===== src/rtl/ew_pkg.sv =====
// Shared types and constants for the E/W sensor-pattern generator.
// Patterns are expressed as {lead line, trail line}; the top maps them onto E/W by direction.
package ew_pkg;

    typedef enum logic [2:0] {
        IDLE  = 3'd0,
        LEAD  = 3'd1,
        BOTH  = 3'd2,
        TRAIL = 3'd3,
        GAP   = 3'd4
    } ew_state_t;

    localparam logic DIR_EAST = 1'b0;
    localparam logic DIR_WEST = 1'b1;

    localparam logic [1:0] PAT_IDLE  = 2'b00;
    localparam logic [1:0] PAT_LEAD  = 2'b10;
    localparam logic [1:0] PAT_BOTH  = 2'b11;
    localparam logic [1:0] PAT_TRAIL = 2'b01;
    localparam logic [1:0] PAT_GAP   = 2'b00;

    function automatic logic [1:0] phase_pattern(input ew_state_t s);
        logic [1:0] p;
        case (s)
            LEAD:    p = PAT_LEAD;
            BOTH:    p = PAT_BOTH;
            TRAIL:   p = PAT_TRAIL;
            GAP:     p = PAT_GAP;
            default: p = PAT_IDLE;
        endcase
        return p;
    endfunction

endpackage


===== src/rtl/ew_dwell_timer.sv =====
// Loadable down-counter that times one phase; expired is high while the count reads zero.
module ew_dwell_timer
    import ew_pkg::*;
#(
    parameter int DWELL_W = 8
) (
    input  logic               clk,
    input  logic               rst,
    input  logic               load,
    input  logic [DWELL_W-1:0] value,
    output logic               expired
);

    logic [DWELL_W-1:0] cnt;

    always_ff @(posedge clk or posedge rst) begin
        if (rst) begin
            cnt <= '0;
        end else if (load) begin
            cnt <= value;
        end else if (cnt != '0) begin
            cnt <= cnt - 1'b1;
        end
    end

    assign expired = (cnt == '0);

endmodule


===== src/rtl/ew_pass_gen.sv =====
// E/W sensor-pattern generator: emits count passes of lead/both/trail/gap, each phase dwell+1 cycles.
// Optional abort input is enabled by defining EW_GEN_ABORT_EN.
module ew_pass_gen
    import ew_pkg::*;
#(
    parameter int DWELL_W = 8,
    parameter int COUNT_W = 4
) (
    input  logic               clk,
    input  logic               rst,
    input  logic               start,
    input  logic               dir,
    input  logic [DWELL_W-1:0] dwell,
    input  logic [COUNT_W-1:0] count,
`ifdef EW_GEN_ABORT_EN
    input  logic               abort,
`endif
    output logic               E,
    output logic               W,
    output logic               busy,
    output logic               done,
    output logic [COUNT_W-1:0] passes_done
);

    ew_state_t          state;
    ew_state_t          nxt;
    logic               dir_q;
    logic [DWELL_W-1:0] dwell_q;
    logic [COUNT_W-1:0] count_q;
    logic [COUNT_W-1:0] pd_plus1;
    logic               accept;
    logic               load;
    logic               done_set;
    logic               pass_inc;
    logic               expired;
    logic               dir_sel;
    logic [DWELL_W-1:0] timer_value;
    logic [1:0]         pat;

    // In IDLE the command inputs are used directly so the first phase starts on the accepting edge.
    assign dir_sel     = (state == IDLE) ? dir   : dir_q;
    assign timer_value = (state == IDLE) ? dwell : dwell_q;
    assign pd_plus1    = passes_done + 1'b1;
    assign pat         = phase_pattern(nxt);

    ew_dwell_timer #(.DWELL_W(DWELL_W)) u_timer (
        .clk     (clk),
        .rst     (rst),
        .load    (load),
        .value   (timer_value),
        .expired (expired)
    );

    always_comb begin
        nxt      = state;
        accept   = 1'b0;
        load     = 1'b0;
        done_set = 1'b0;
        pass_inc = 1'b0;
        case (state)
            IDLE: begin
                if (start) begin
                    accept = 1'b1;
                    if (count == '0) begin
                        done_set = 1'b1;
                    end else begin
                        nxt  = LEAD;
                        load = 1'b1;
                    end
                end
            end
            LEAD: begin
                if (expired) begin
                    nxt  = BOTH;
                    load = 1'b1;
                end
            end
            BOTH: begin
                if (expired) begin
                    nxt  = TRAIL;
                    load = 1'b1;
                end
            end
            TRAIL: begin
                if (expired) begin
                    nxt  = GAP;
                    load = 1'b1;
                end
            end
            GAP: begin
                if (expired) begin
                    pass_inc = 1'b1;
                    if (pd_plus1 == count_q) begin
                        nxt      = IDLE;
                        done_set = 1'b1;
                    end else begin
                        nxt  = LEAD;
                        load = 1'b1;
                    end
                end
            end
            default: nxt = IDLE;
        endcase
`ifdef EW_GEN_ABORT_EN
        // Abort beats an expiring phase; the pass in flight is not counted.
        if (abort && state != IDLE) begin
            nxt      = IDLE;
            load     = 1'b0;
            done_set = 1'b0;
            pass_inc = 1'b0;
        end
`endif
    end

    always_ff @(posedge clk or posedge rst) begin
        if (rst) begin
            state       <= IDLE;
            E           <= 1'b0;
            W           <= 1'b0;
            busy        <= 1'b0;
            done        <= 1'b0;
            passes_done <= '0;
            dir_q       <= DIR_EAST;
            dwell_q     <= '0;
            count_q     <= '0;
        end else begin
            state <= nxt;
            busy  <= (nxt != IDLE);
            done  <= done_set;
            if (dir_sel == DIR_EAST) begin
                W <= pat[1];
                E <= pat[0];
            end else begin
                E <= pat[1];
                W <= pat[0];
            end
            if (accept) begin
                dir_q       <= dir;
                dwell_q     <= dwell;
                count_q     <= count;
                passes_done <= '0;
            end else if (pass_inc) begin
                passes_done <= pd_plus1;
            end
        end
    end

endmodule


===== config.mk =====
export PLATFORM = sky130hd
export DESIGN_NAME = ew_pass_gen
export DESIGN_NICKNAME = d
export VERILOG_FILES = /design/src/rtl/ew_pkg.sv /design/src/rtl/ew_dwell_timer.sv /design/src/rtl/ew_pass_gen.sv
export SDC_FILE = /design/constraint.sdc
export NUM_CORES = 1
export LEC_CHECK = 0
export ABC_AREA = 1
export CAP_MARGIN = 10
export CORE_MARGIN = 5
export CORE_UTILIZATION = 34
export DETAILED_ROUTE_END_ITERATION = 12
export DONT_BUFFER_PORTS = 1
export PLACE_DENSITY = 0.59
export SYNTH_ARGS = -nofsm -noshare
export SYNTH_HDL_FRONTEND = slang
export SYNTH_SLANG_ARGS = --single-unit

===== constraint.sdc =====
create_clock -name clk -period 4.1 [get_ports clk]
set_input_delay 0.41 -clock clk [delete_from_list [all_inputs] [get_ports clk]]
set_output_delay 0.41 -clock clk [all_outputs]
set_load 0.1 [all_outputs]

After elaboration in Yosys (flattened, before gate mapping) --
Cells that the tools add are included.
Word-level totals: register bits 32, latch bits 0, RAM bits 0, ROM bits 0, output and inout port bits 8, word-level logic and storage cells 59, memories 0
Cells by class: add/sub/neg operators 2, $mul 0, div/mod/pow operators 0, $lt $le $gt $ge 0, equal/unequal tests 8, shift-type cells 0, multiplexer cells 31, bitwise gates (word level) 0, reduce and logical (&&, ||, !) cells 8
Operators by type and width (number):
- $mux 8 | 3
- $mux 3 | 6
- $mux 1 | 16
- $pmux 3 s5 | 1
- $eq 3x2->1 const B | 4
- $logic_not 8->1 | 1
- $mux 4 | 2
- $reduce_bool 8->1 | 1
- $sub 8x1->8 const B | 1
- $eq 3x1->1 const B | 2
- $pmux 2 s3 | 1
- $add 4x1->4 const B | 1
- $eq 4x4->1 | 1
- $logic_not 4->1 | 1
- $reduce_bool 2->1 | 2
- $eq 3x3->1 const B | 1
- $logic_not 3->1 | 1
- $pmux 1 s3 | 1
- $reduce_bool 3->1 | 1
- $reduce_or 3->1 | 1
- $pmux 1 s2 | 1

Logic depth before layout (Yosys ltp) --
Gate-level depths: netlist of run 1.
word-level depth 8, depth in mapped cells 13, mapped depth without buffers 13

Hierarchy --
Synthesis of run 1 repeated with hierarchy kept, for this count alone.
Unflattened totals: cells, all modules 235, area total of the unflattened synthesis 1815.5 um^2
Modules (own cells, without submodules):
- ew_pass_gen | times used 1, cells each 164, area each 1285.0 um^2, sequential area each 600.6 um^2
- ew_dwell_timer | times used 1, cells each 71, area each 530.5 um^2, sequential area each 200.2 um^2

Least setup slack after synthesis of run 1 --
No wires, ideal clock.
kind reg2reg, start point reg passes_done[0], end point reg busy, arrival time 2.218 ns, slack 1.758 ns, stages on the path, launching flop included 11, buffers on the path 0, period minus slack after synthesis 2.342 ns, cell sequence dfrtp_1 -> ha_1 -> xnor2_1 -> nand2_1 -> nor2_1 -> nand3_1 -> nand2_1 -> nand2_1 -> nand2_1 -> nand3_1 -> or2_1
Between the ends: cells in the longest elaborated chain, start to end 6
RTL lines:
- start, declared | line ew_pass_gen.sv:22 | output logic [COUNT_W-1:0] passes_done
- start signal, assigned | line ew_pass_gen.sv:143 | passes_done <= pd_plus1;
- $add 4x1->4 | line ew_pass_gen.sv:43 | assign pd_plus1 = passes_done + 1'b1;
- $eq 4x4->1 | line ew_pass_gen.sv:93 | if (pd_plus1 == count_q) begin
- $mux 1 | line ew_pass_gen.sv:93
- $mux 3 | line ew_pass_gen.sv:91 | if (expired) begin
- $pmux 3 s5 | line ew_pass_gen.sv:60 | case (state)
- $reduce_bool 3->1 | line ew_pass_gen.sv:128 | busy <= (nxt != IDLE);
- end signal, assigned | line ew_pass_gen.sv:128
- end, declared | line ew_pass_gen.sv:20 | output logic busy,
No other way between the ends. A chain may end at the register's enable or synchronous reset.

Worst setup path in the final report of run 1 --
start point reg passes_done[2], end point reg u_timer.cnt[1]
Between the ends: cells in the longest elaborated chain, start to end 6, elaborated cells between the ends (all ways) 7, classes of those cells 1 x add/sub; 1 x eq/ne; 4 x mux; 1 x reduce/logical
RTL lines:
- $add 4x1->4 * | line ew_pass_gen.sv:43
- $eq 4x4->1 * | line ew_pass_gen.sv:93
- $mux 1 * | line ew_pass_gen.sv:93
- $mux 1 * | line ew_pass_gen.sv:91
- $pmux 1 s3 * | line ew_pass_gen.sv:60
- $mux 8 / $reduce_bool 2->1 (equally long branches)
- end signal, assigned | line ew_dwell_timer.sv:20 | cnt <= value;
- end signal, assigned | line ew_dwell_timer.sv:22 | cnt <= cnt - 1'b1;
- end, declared | line ew_dwell_timer.sv:14 | logic [DWELL_W-1:0] cnt;
Every way passes the cells marked *; elsewhere a longest branch is shown, timed or not.

==> implementation parameters, run 1 <==
Parameter                              Value

Floorplan
  DIE AREA ... 6910 um2
  Core ar. ... 5140 um2
  Die height ... 83.1 um
  Number of placement rows ... 26
  IO Count ... 24
  Starting Density ... a little over a third
  Die span in x ... roughly 83 um

Worst setup path
  R2R Setup Slk ... 1770 ps
  CP Cell Sequence ... nand2_1 -> nand3_1 -> nand2_1 -> nor2_1 -> nand2_1 -> nand2_2 -> nand2_4 -> nor2_1 -> nand2_1 -> nand3b_1
  Worst-case reg-to-reg path depth ... 10
  Critical path fanouts, max ... 15
  Critical Path RT ... 4330 ps
  Endpoint of the worst-slack reg-to-reg timing path ... u_timer.cnt[1]
  Critical Path Start Type ... flip-flop
  Endpoint type of the worst setup path ... flip-flop
  R2r startpoint ... passes_done[2]
  Top cell by count, worst path ... nand2_1
  Arr. time, crit path ... 2560 ps
  WS Path Type ... flip-flop to flip-flop
  Slowest cell on the critical path ... dfrtp_1
  CP max stage delay ... ~1000 ps
  Crit path max-delay family ... simple AND/OR/NAND/NOR gates
  Sum of buffers and inverters on the critical path ... 0

Timing
  Time the final worst path needs with I/O delays and setup ... about 2300 ps
  Count of endpoints failing setup in the final report ... 0
  Worst Tran Pin Value ... roughly 1000 ps
  Unrepaired setup endpoints after global routing ... no
  Maximum clock frequency ... 429 MHz
  Setup TNS after final layout ... 0 ps
  Worst-case hold slack ... 95.5 ps
  Max-slew violations ... 0
  Setup Skew ... 4.89 ps
  Headroom to the max-slew limit ... 32.3%
  Hold violation count in the final report ... 0
  Crit share post-route ... a little under three fifths

Synth
  Synthesis Warnings ... 0
  Syn Area/Cell ... about 7.5 um2
  Count of mapped cells out of synthesis ... 241
  Yosys cell types ... 28
  Fraction of synthesized cell area taken by the top area cell type ... 44.0%
  Number of enable flip-flop cells after synthesis ... 0
  Sequential element share of the synthesized area ... 44.0%
  Nets in the synthesized netlist ... 260
  Area contributors post-synth ... dfrtp_1, nand2_1, inv_1, nand3_1, o21ai_0
  Synth top cells by count ... nand2_1, dfrtp_1, inv_1, nand3_1, o21ai_0
  Most common cell in the netlist ... nand2_1
  Most used DFF post-synth ... dfrtp_1
  Largest area contributor in the synthesized netlist ... dfrtp_1
  Number of register bits inferred by synthesis ... 32
  Post-synthesis async set-or-reset flop share ... 100%
  Combined area of all synthesized cells ... 1820 um2

Clocking
  Root cell of the clock tree ... clkbuf_8
  Clock sink total ... 32
  Worst-Skew Late Latency ... about 290 ps
  TritonCTS clock tree ... yes
  Deepest clock path buffer count ... 2
  Total CTS buffers ... 5
  Clock slew seen by the registers of the worst setup and hold paths ... approximately 70 ps
  Post-CTS Resized ... 0
  Buffers inserted during post-CTS setup optimization ... 0
  CTS H-Tree Depth ... 2
  Post-cts hold buffer count ... 0

Route
  Post-route antenna net violation count ... 0
  Post-route DRC violation count ... 0
  Drt pass-1 iters ... 4
  Total wire length ... slightly below 4000 um
  Number of violations reported at the end of detailed-routing iteration 0 ... 68
  Average vias per placed instance ... 4.83
  WL/cell ... 12.2 um
  Vias post-DR ... 1532

Global route
  Number of antenna violations at the first check in global routing ... 0
  GR Overflow Total ... 0
  Global-route usage over all layers ... 11.9%
  Number of global-route vias before repair ... 1433
  Wire length of the first global-routing pass ... roughly 6600 um
  Maximum number of pins on one net before global-route repair ... 33

Pwr
  Fraction of power consumed by the clock network ... approximately two fifths
  Combinational cell fraction of total power ... 4.1%
  Power dissipated by switching net loads ... 149 uW
  Power share of the sequential group ... between 50% and 60%
  Overall power of the completed layout ... 618 uW
  Net Sw Frac ... 24.2%
  Worst supply voltage drop on vdd ... 0.187 mV
  Power Dens Cells ... 311 nW/um2
  Reported leakage power ... 0.000969 uW
  Internal Pwr Total ... between 400 and 500 uW

Layout
  Area taken by flip-flops and latches ... 801 um2
  Count of fill cells added during filler insertion ... 569
  Combined area of the multi-input logic cells ... 852 um2
  Area growth from synthesis to layout ... 9.36%
  Share of final-layout standard cells stronger than drive strength 1 ... 10.1%
  Layout net count ... roughly 270
  Antenna diodes ... 0

Placed design
  Global placement routability congestion ... 0.824
  Count of port buffers added during placement ... 0
  Detail Placement HPWL ... between 2000 and 3000 um

Hold path
  Worst min-delay path class ... input port to asynchronous set/reset pin

Run status
  Run status ... complete, no violations

Job
  Max_cap viols ... 0
## flip-flops by register name, indices dropped and copies added, names as in the netlist
signal       cells
dir_q            1
done             1
E                1
passes_done      4
u_timer.cnt      8
dwell_q          8
busy             1
count_q          4
state            3
W                1
## how the worst max path moves through the flow
stage	start	endpoint	depth (start not counted)
after floorplan	passes_done[0]	busy	10
after global placement	passes_done[2]	u_timer.cnt[1]	10
after detailed placement	passes_done[2]	u_timer.cnt[1]	10
after CTS	passes_done[2]	u_timer.cnt[1]	10
after global routing	passes_done[2]	u_timer.cnt[1]	10
final	passes_done[2]	u_timer.cnt[1]	10
## logic make-up after synthesis
group / count (synthesis) / synth area share [%]
AND/OR/NAND/NOR: 126 / 31.9
buffers and inverters: 40 / 9.08
AO/OA/AOI/OAI: 35 / 10.5
flip-flops: 32 / 44.0
XOR/XNOR: 5 / 2.41
adder cells (fa/ha/maj): 3 / 2.06
## worst register-to-register path, delay by kind of cell, from the launching register on
kind | cells | cell delay [ps]
AND/OR/NAND/NOR | 10 | 1260
flip-flops | 1 | 1020
## power groups by stage
stage               Combinational (uW)  Sequential (uW)  Clock, uW
global route                      30.9              338        274
detailed placement                26.1              343          0
global placement                  25.8              343          0
floorplan                         20.4              342          0
finish                            25.5              337        255
CTS                               26.4              338        262
## cell type report
cell class	count	area share, %
multi-input combinational	169	42.9
sequential	32	40.3
inverter	35	6.61
tap	70	4.41
clock buffer	7	4.34
timing repair buffer	3	1.13
clock inverter	1	0.378
## placed cells by master, fill, tap and decap left out, drive strengths merged, types with 6 or more instances in the layout
cell    count
nand2      76
inv        35
dfrtp      32
nand3      21
o21ai      21
nor2       16
clkbuf      7
nor3        6
a21oi       6
## through the flow
step           area, um2  std cells  utilization (%)  worst slack, ps
6_report            1990        317             38.7             1770
5_1_grt             1990        317             38.7             1560
4_1_cts             1990        317             38.7             1780
3_5_place_dp        1890        309             36.9             1840
3_3_place_gp        1890        309             36.9             1890
2_1_floorplan       1820        241                -             1760
## metal layers
metal  wire length, um  global-route usage (%)  up-vias
met5                 0                       0        -
met4                87                    5.79        0
met3               188                    3.47        8
met2              1680                    17.9       37
met1              1900                    15.6      706
li1                  -                       -      781
No activity file was read; power rests on OpenSTA's default activity.
==> inputs of run 2 (changes only) <==
==> constraint.sdc (replaced) <==
create_clock -name clk -period 2.4 [get_ports clk]
set_input_delay 0.24 -clock clk [delete_from_list [all_inputs] [get_ports clk]]
set_output_delay 0.24 -clock clk [all_outputs]
set_load 0.1 [all_outputs]
==> implementation parameters, run 2 (synthesized netlist as in run 1, its figures left out) <==
Parameter                              Value

Run status
  Run status ... complete, no violations

Hold path
  Worst min-delay path class ... input port to flip-flop
  Instance count along the most critical hold path ... 2
  Startpoint of the tightest hold check path ... dwell[5]
  Endpoint of the worst hold-timing path ... dwell_q[5]

Route
  Post-route antenna net violation count ... 0 (unchanged)
  Number of violations reported at the end of detailed-routing iteration 0 ... 71 (+4.4%)
  Vias post-DR ... 1520 (-0.78%)
  Post-route DRC violation count ... 0 (unchanged)
  WL/cell ... 12.2 um (about the same)
  Average vias per placed instance ... 4.78 (-1.1%)
  Drt pass-1 iters ... 4 (unchanged)
  Total wire length ... 3880 um (+0.34%)

Floorplan
  Die height ... 83.1 um (unchanged)
  Die span in x ... 83.1 um (unchanged)
  DIE AREA ... 6910 um2 (unchanged)
  Number of placement rows ... 26 (unchanged)
  Core ar. ... 5140 um2 (unchanged)
  Starting Density ... 35.4% (unchanged)
  IO Count ... 24 (unchanged)

Worst setup path
  Endpoint type of the worst setup path ... flip-flop
  Arr. time, crit path ... 2220 ps (-340 ps)
  R2r startpoint ... u_timer.cnt[0]
  Critical Path RT ... 2570 ps (-1760 ps)
  Top cell by count, worst path ... nand2_2
  Critical path fanouts, max ... 15 (unchanged)
  Worst-case reg-to-reg path depth ... 10 (unchanged)
  CP max stage delay ... 360 ps (-660 ps)
  Sum of buffers and inverters on the critical path ... 1 (+1)
  CP Cell Sequence ... inv_1 -> ha_1 -> nor3b_1 -> nand2_2 -> nor2_2 -> nand2_2 -> nand2_4 -> o211ai_1 -> o31ai_1 -> nor2_1
  Crit path max-delay family ... simple AND/OR/NAND/NOR gates
  Slowest cell on the critical path ... dfrtp_1
  Critical Path Start Type ... flip-flop
  WS Path Type ... flip-flop to flip-flop
  Endpoint of the worst-slack reg-to-reg timing path ... u_timer.cnt[4]
  R2R Setup Slk ... 350 ps (-1420 ps)

Clocking
  Clock sink total ... 32 (unchanged)
  Worst-Skew Late Latency ... 290 ps (about the same)
  CTS H-Tree Depth ... 2 (unchanged)
  Clock slew seen by the registers of the worst setup and hold paths ... 60 ps (about the same)
  Deepest clock path buffer count ... 2 (unchanged)
  Root cell of the clock tree ... clkbuf_8
  TritonCTS clock tree ... yes
  Total CTS buffers ... 5 (unchanged)

Timing
  Setup TNS after final layout ... 0 ps (unchanged)
  Setup Skew ... 5.86 ps (+0.967 ps)
  Max-slew violations ... 0 (unchanged)
  Unrepaired setup endpoints after global routing ... no
  Time the final worst path needs with I/O delays and setup ... 2050 ps (-284 ps)
  Crit share post-route ... 85.3% (+28 points)
  Headroom to the max-slew limit ... 41.3% (+9.0 points)
  Maximum clock frequency ... 488 MHz (+14%)
  Worst Tran Pin Value ... 880 ps (-135 ps)
  Worst-case setup margin in the final layout ... 352 ps (-1420 ps)
  Hold violation count in the final report ... 0 (unchanged)
  Count of endpoints failing setup in the final report ... 0 (unchanged)

Pwr
  Power Dens Cells ... 496 nW/um2 (+60%)
  Worst supply voltage drop on vdd ... 0.368 mV (+97%)
  Reported leakage power ... 0.000980 uW (+1.1%)

Layout
  Share of final-layout standard cells stronger than drive strength 1 ... 10.5% (+0.36 points)
  Count of fill cells added during filler insertion ... 554 (-2.6%)
  Area growth from synthesis to layout ... 9.77%
  Antenna diodes ... 0 (unchanged)
  Layout net count ... 269 (+1.5%)
  Top flop regs ... dwell_q (8), u_timer.cnt (8)
  Most common cell after layout, fill and taps aside ... nand2_1
  Commonest non-fill, non-tap cells in the layout ... nand2_1, dfrtp_1, inv_1

Global route
  Global-route usage over all layers ... 12.4% (+0.52 points)
  Number of antenna violations at the first check in global routing ... 0 (unchanged)
  Wire length of the first global-routing pass ... 6890 um (+3.6%)
  Number of global-route vias before repair ... 1458 (+1.7%)
  GR Overflow Total ... 0 (unchanged)
  Maximum number of pins on one net before global-route repair ... 33 (unchanged)

Placed design
  Count of port buffers added during placement ... 0 (unchanged)
  Global placement routability congestion ... 0.888 (+7.7%)
  Setup Slack @ Placement ... 380 ps (-1460 ps)
  Detail Placement HPWL ... 2900 um (+1.8%)

Job
  Max_cap viols ... 0 (unchanged)
## run 2: timing repair
action,in CTS,in global routing
hold buffers,1,0
setup endpoints to repair,0,0
gates resized for setup,0,0
hold endpoints to repair,32,0
buffers inserted,0,0
## run 2: area by class of cell
class                      instances  area [um2]  area share (%)
sequential                        32         801            40.1
tap                               70        87.6            4.39
inverter                          35         131            6.58
clock buffer                       5        68.8            3.45
multi-input combinational        169         852            42.7
timing repair buffer               7        55.1            2.76
## run 2: worst reg2reg max path: stages, from the launching register on
cell and delay, ps:
dfrtp_1 360, inv_1 140, ha_1 160, nor3b_1 230, nand2_2 220, nor2_2 280
nand2_2 120, nand2_4 160, o211ai_1 110, o31ai_1 80, nor2_1 60
## run 2: worst max-delay path by stage
stage / startpoint / end / slack, ps / depth (start not counted)
3_3_place_gp: u_timer.cnt[0] / busy / 440 / 11
3_5_place_dp: u_timer.cnt[0] / u_timer.cnt[4] / 380 / 10
5_1_grt: u_timer.cnt[0] / u_timer.cnt[4] / 90 / 10
6_report: u_timer.cnt[0] / u_timer.cnt[4] / 350 / 10
4_1_cts: u_timer.cnt[0] / u_timer.cnt[4] / 350 / 10
2_1_floorplan: passes_done[0] / busy / 60 / 10
## run 2: where the power goes
part           total [uW]  internal, uW  switching, uW
logic                44.8          15.1           29.6
clock network         369           186            182
registers             577           554           23.7
total                 990           755            236
## run 2: routing by layer
layer / share of wire, % / global-route usage, % / vias to the layer above
li1: - / - / 788
met1: 48 / 16.9 / 689
met2: 44 / 18.0 / 36
met3: 5.5 / 3.76 / 7
met4: 2.3 / 5.79 / 0
met5: 0 / 0 / -
## run 2: stage by stage
step	area, um2	total power (uW)	std cells	utilization (%)	hold slack [ps]
finish	2000	990	318	38.8	69.0
global route	2000	1030	318	38.8	75.7
CTS	2000	1000	318	38.8	65.2
detailed placement	1920	632	312	37.3	250
global placement	1920	632	312	37.3	246
floorplan	1820	619	241	-	356
==> inputs of run 3 (changes only) <==
==> constraint.sdc (replaced) <==
create_clock -name clk -period 2.15 [get_ports clk]
set_input_delay 0.215 -clock clk [delete_from_list [all_inputs] [get_ports clk]]
set_output_delay 0.215 -clock clk [all_outputs]
set_load 0.1 [all_outputs]
==> implementation parameters, run 3 (synthesized netlist as in run 1, its figures left out) <==
Parameter                              Value

Timing
  Setup Skew ... 4.30 ps (-1.55 ps)
  Unrepaired setup endpoints after global routing ... no
  Maximum clock frequency ... 504 MHz (+3.1%)
  Count of endpoints failing setup in the final report ... 0 (unchanged)
  Max-slew violations ... 0 (unchanged)
  Hold violation count in the final report ... 19 (+19)
  Setup TNS after final layout ... 0 ps (unchanged)
  Time the final worst path needs with I/O delays and setup ... 1990 ps (-62.1 ps)
  Headroom to the max-slew limit ... 46.8% (+5.5 points)
  Worst-case hold slack ... -30.8 ps (-99.7 ps)
  Worst Tran Pin Value ... 797 ps (-83.7 ps)
  Crit share post-route ... 92.4% (+7.0 points)

Layout
  Most common cell after layout, fill and taps aside ... nand2_1
  Antenna diodes ... 0 (unchanged)
  Layout net count ... 276 (+2.6%)
  Top flop regs ... dwell_q (8), u_timer.cnt (8)
  Area growth from synthesis to layout ... 14.0%
  Share of final-layout standard cells stronger than drive strength 1 ... 15.1% (+4.6 points)
  Commonest non-fill, non-tap cells in the layout ... nand2_1, dfrtp_1, inv_1

Pwr
  Power Dens Cells ... 566 nW/um2 (+14%)
  Worst supply voltage drop on vdd ... 0.272 mV (-26%)
  Overall power of the completed layout ... 1170 uW (+18%)
  Reported leakage power ... 0.00103 uW (+4.8%)

Job
  Max_cap viols ... 0 (unchanged)

Worst setup path
  Critical Path Start Type ... flip-flop
  Arr. time, crit path ... 2150 ps (-70 ps)
  Endpoint type of the worst setup path ... flip-flop
  Critical Path RT ... 2320 ps (-250 ps)
  Critical path fanouts, max ... 8 (-7)
  Worst-case reg-to-reg path depth ... 11 (+1)
  CP max stage delay ... 370 ps (about the same)
  CP Cell Sequence ... inv_1 -> ha_1 -> nor3b_1 -> nand2_2 -> inv_2 -> nand3_1 -> nand2_1 -> nand2_1 -> nand2_1 -> nand3_1 -> or2_1
  Sum of buffers and inverters on the critical path ... 2 (+1)
  Crit path max-delay family ... simple AND/OR/NAND/NOR gates
  WS Path Type ... flip-flop to flip-flop
  Top cell by count, worst path ... nand2_1
  Slowest cell on the critical path ... dfrtp_1
  Number of gates on the worst path with buffers counted ... 11 (+1)

Global route
  Global-route usage over all layers ... 12.2% (-0.24 points)
  Number of antenna violations at the first check in global routing ... 0 (unchanged)
  Number of global-route vias before repair ... 1530 (+4.9%)
  Maximum number of pins on one net before global-route repair ... 22 (-33%)
  GR Overflow Total ... 0 (unchanged)
  Wire length of the first global-routing pass ... 6930 um (+0.70%)

Clocking
  TritonCTS clock tree ... yes
  Post-CTS Resized ... 0 (unchanged)
  Deepest clock path buffer count ... 2 (unchanged)
  Clock slew seen by the registers of the worst setup and hold paths ... 70 ps (about the same)
  Post-cts hold buffer count ... 0 (-1)
  Worst-Skew Late Latency ... 280 ps (about the same)
  CTS H-Tree Depth ... 2 (unchanged)
  Clock sink total ... 32 (unchanged)
  Buffers inserted during post-CTS setup optimization ... 0 (unchanged)
  Total CTS buffers ... 5 (unchanged)
  Root cell of the clock tree ... clkbuf_8

Floorplan
  DIE AREA ... 6910 um2 (unchanged)
  Number of placement rows ... 26 (unchanged)
  Starting Density ... 35.4% (unchanged)
  IO Count ... 24 (unchanged)
  Die span in x ... 83.1 um (unchanged)
  Die height ... 83.1 um (unchanged)
  Core ar. ... 5140 um2 (unchanged)

Run status
  Run status ... finished with violations
  Violated checks ... negative hold slack

Hold path
  Worst min-delay path class ... input port to asynchronous set/reset pin

Route
  Number of violations reported at the end of detailed-routing iteration 0 ... 83 (+17%)
  Vias post-DR ... 1581 (+4.0%)
  Total wire length ... 3920 um (+1.2%)
  Post-route antenna net violation count ... 0 (unchanged)
  WL/cell ... 12.0 um (-1.9%)
  Post-route DRC violation count ... 0 (unchanged)
  Drt pass-1 iters ... 4 (unchanged)
  Average vias per placed instance ... 4.82 (+0.84%)

Placed design
  Count of port buffers added during placement ... 0 (unchanged)
  Global placement routability congestion ... 0.874 (-1.5%)
  Detail Placement HPWL ... 2990 um (+2.9%)
[run 3: layer usage]
metal	vias up	track usage [%]	share of wire (%)	wire length, um
li1	811	-	-	-
met1	729	16.6	49	1910
met2	36	18.7	45	1780
met3	5	2.97	4.9	193
met4	0	4.46	0.92	36
met5	-	0	0	0
[run 3: worst paths after layout]
check                                from          to  slack (ps)
min                                   rst        done         -30
min in group clk                 count[1]  count_q[1]          40
max reg2reg                u_timer.cnt[0]        busy         160
max                        u_timer.cnt[0]        busy         160
min reg2reg                    dwell_q[2]  dwell_q[2]         490
max in group asynchronous             rst  count_q[3]        1570
[run 3: through the flow]
stage	cell area [um2]	instances	utilization, %	worst slack (ps)	hold slack [ps]
after floorplan	1820	241	-	98.7	331
after global placement	1980	320	38.5	186	308
after detailed placement	1980	320	38.5	176	310
after CTS	2070	328	40.3	163	5.09
after global routing	2070	328	40.3	4.26	44.8
final	2070	328	40.3	164	-30.8
[run 3: layout make-up]
type,instances,area (um2)
tap,70,87.6
fill,552,3070
multi-input combinational,169,852
inverter,35,131
clock inverter,2,10.0
timing repair buffer,14,105
sequential,32,803
clock buffer,6,82.6
[run 3: power breakdown]
part / leakage, uW / switching (uW) / internal, uW / total [uW]
clock: 0.0000510 / 220 / 255 / 475
combinational: 0.000599 / 52.3 / 19.9 / 72.2
sequential: 0.000377 / 7.80 / 618 / 626
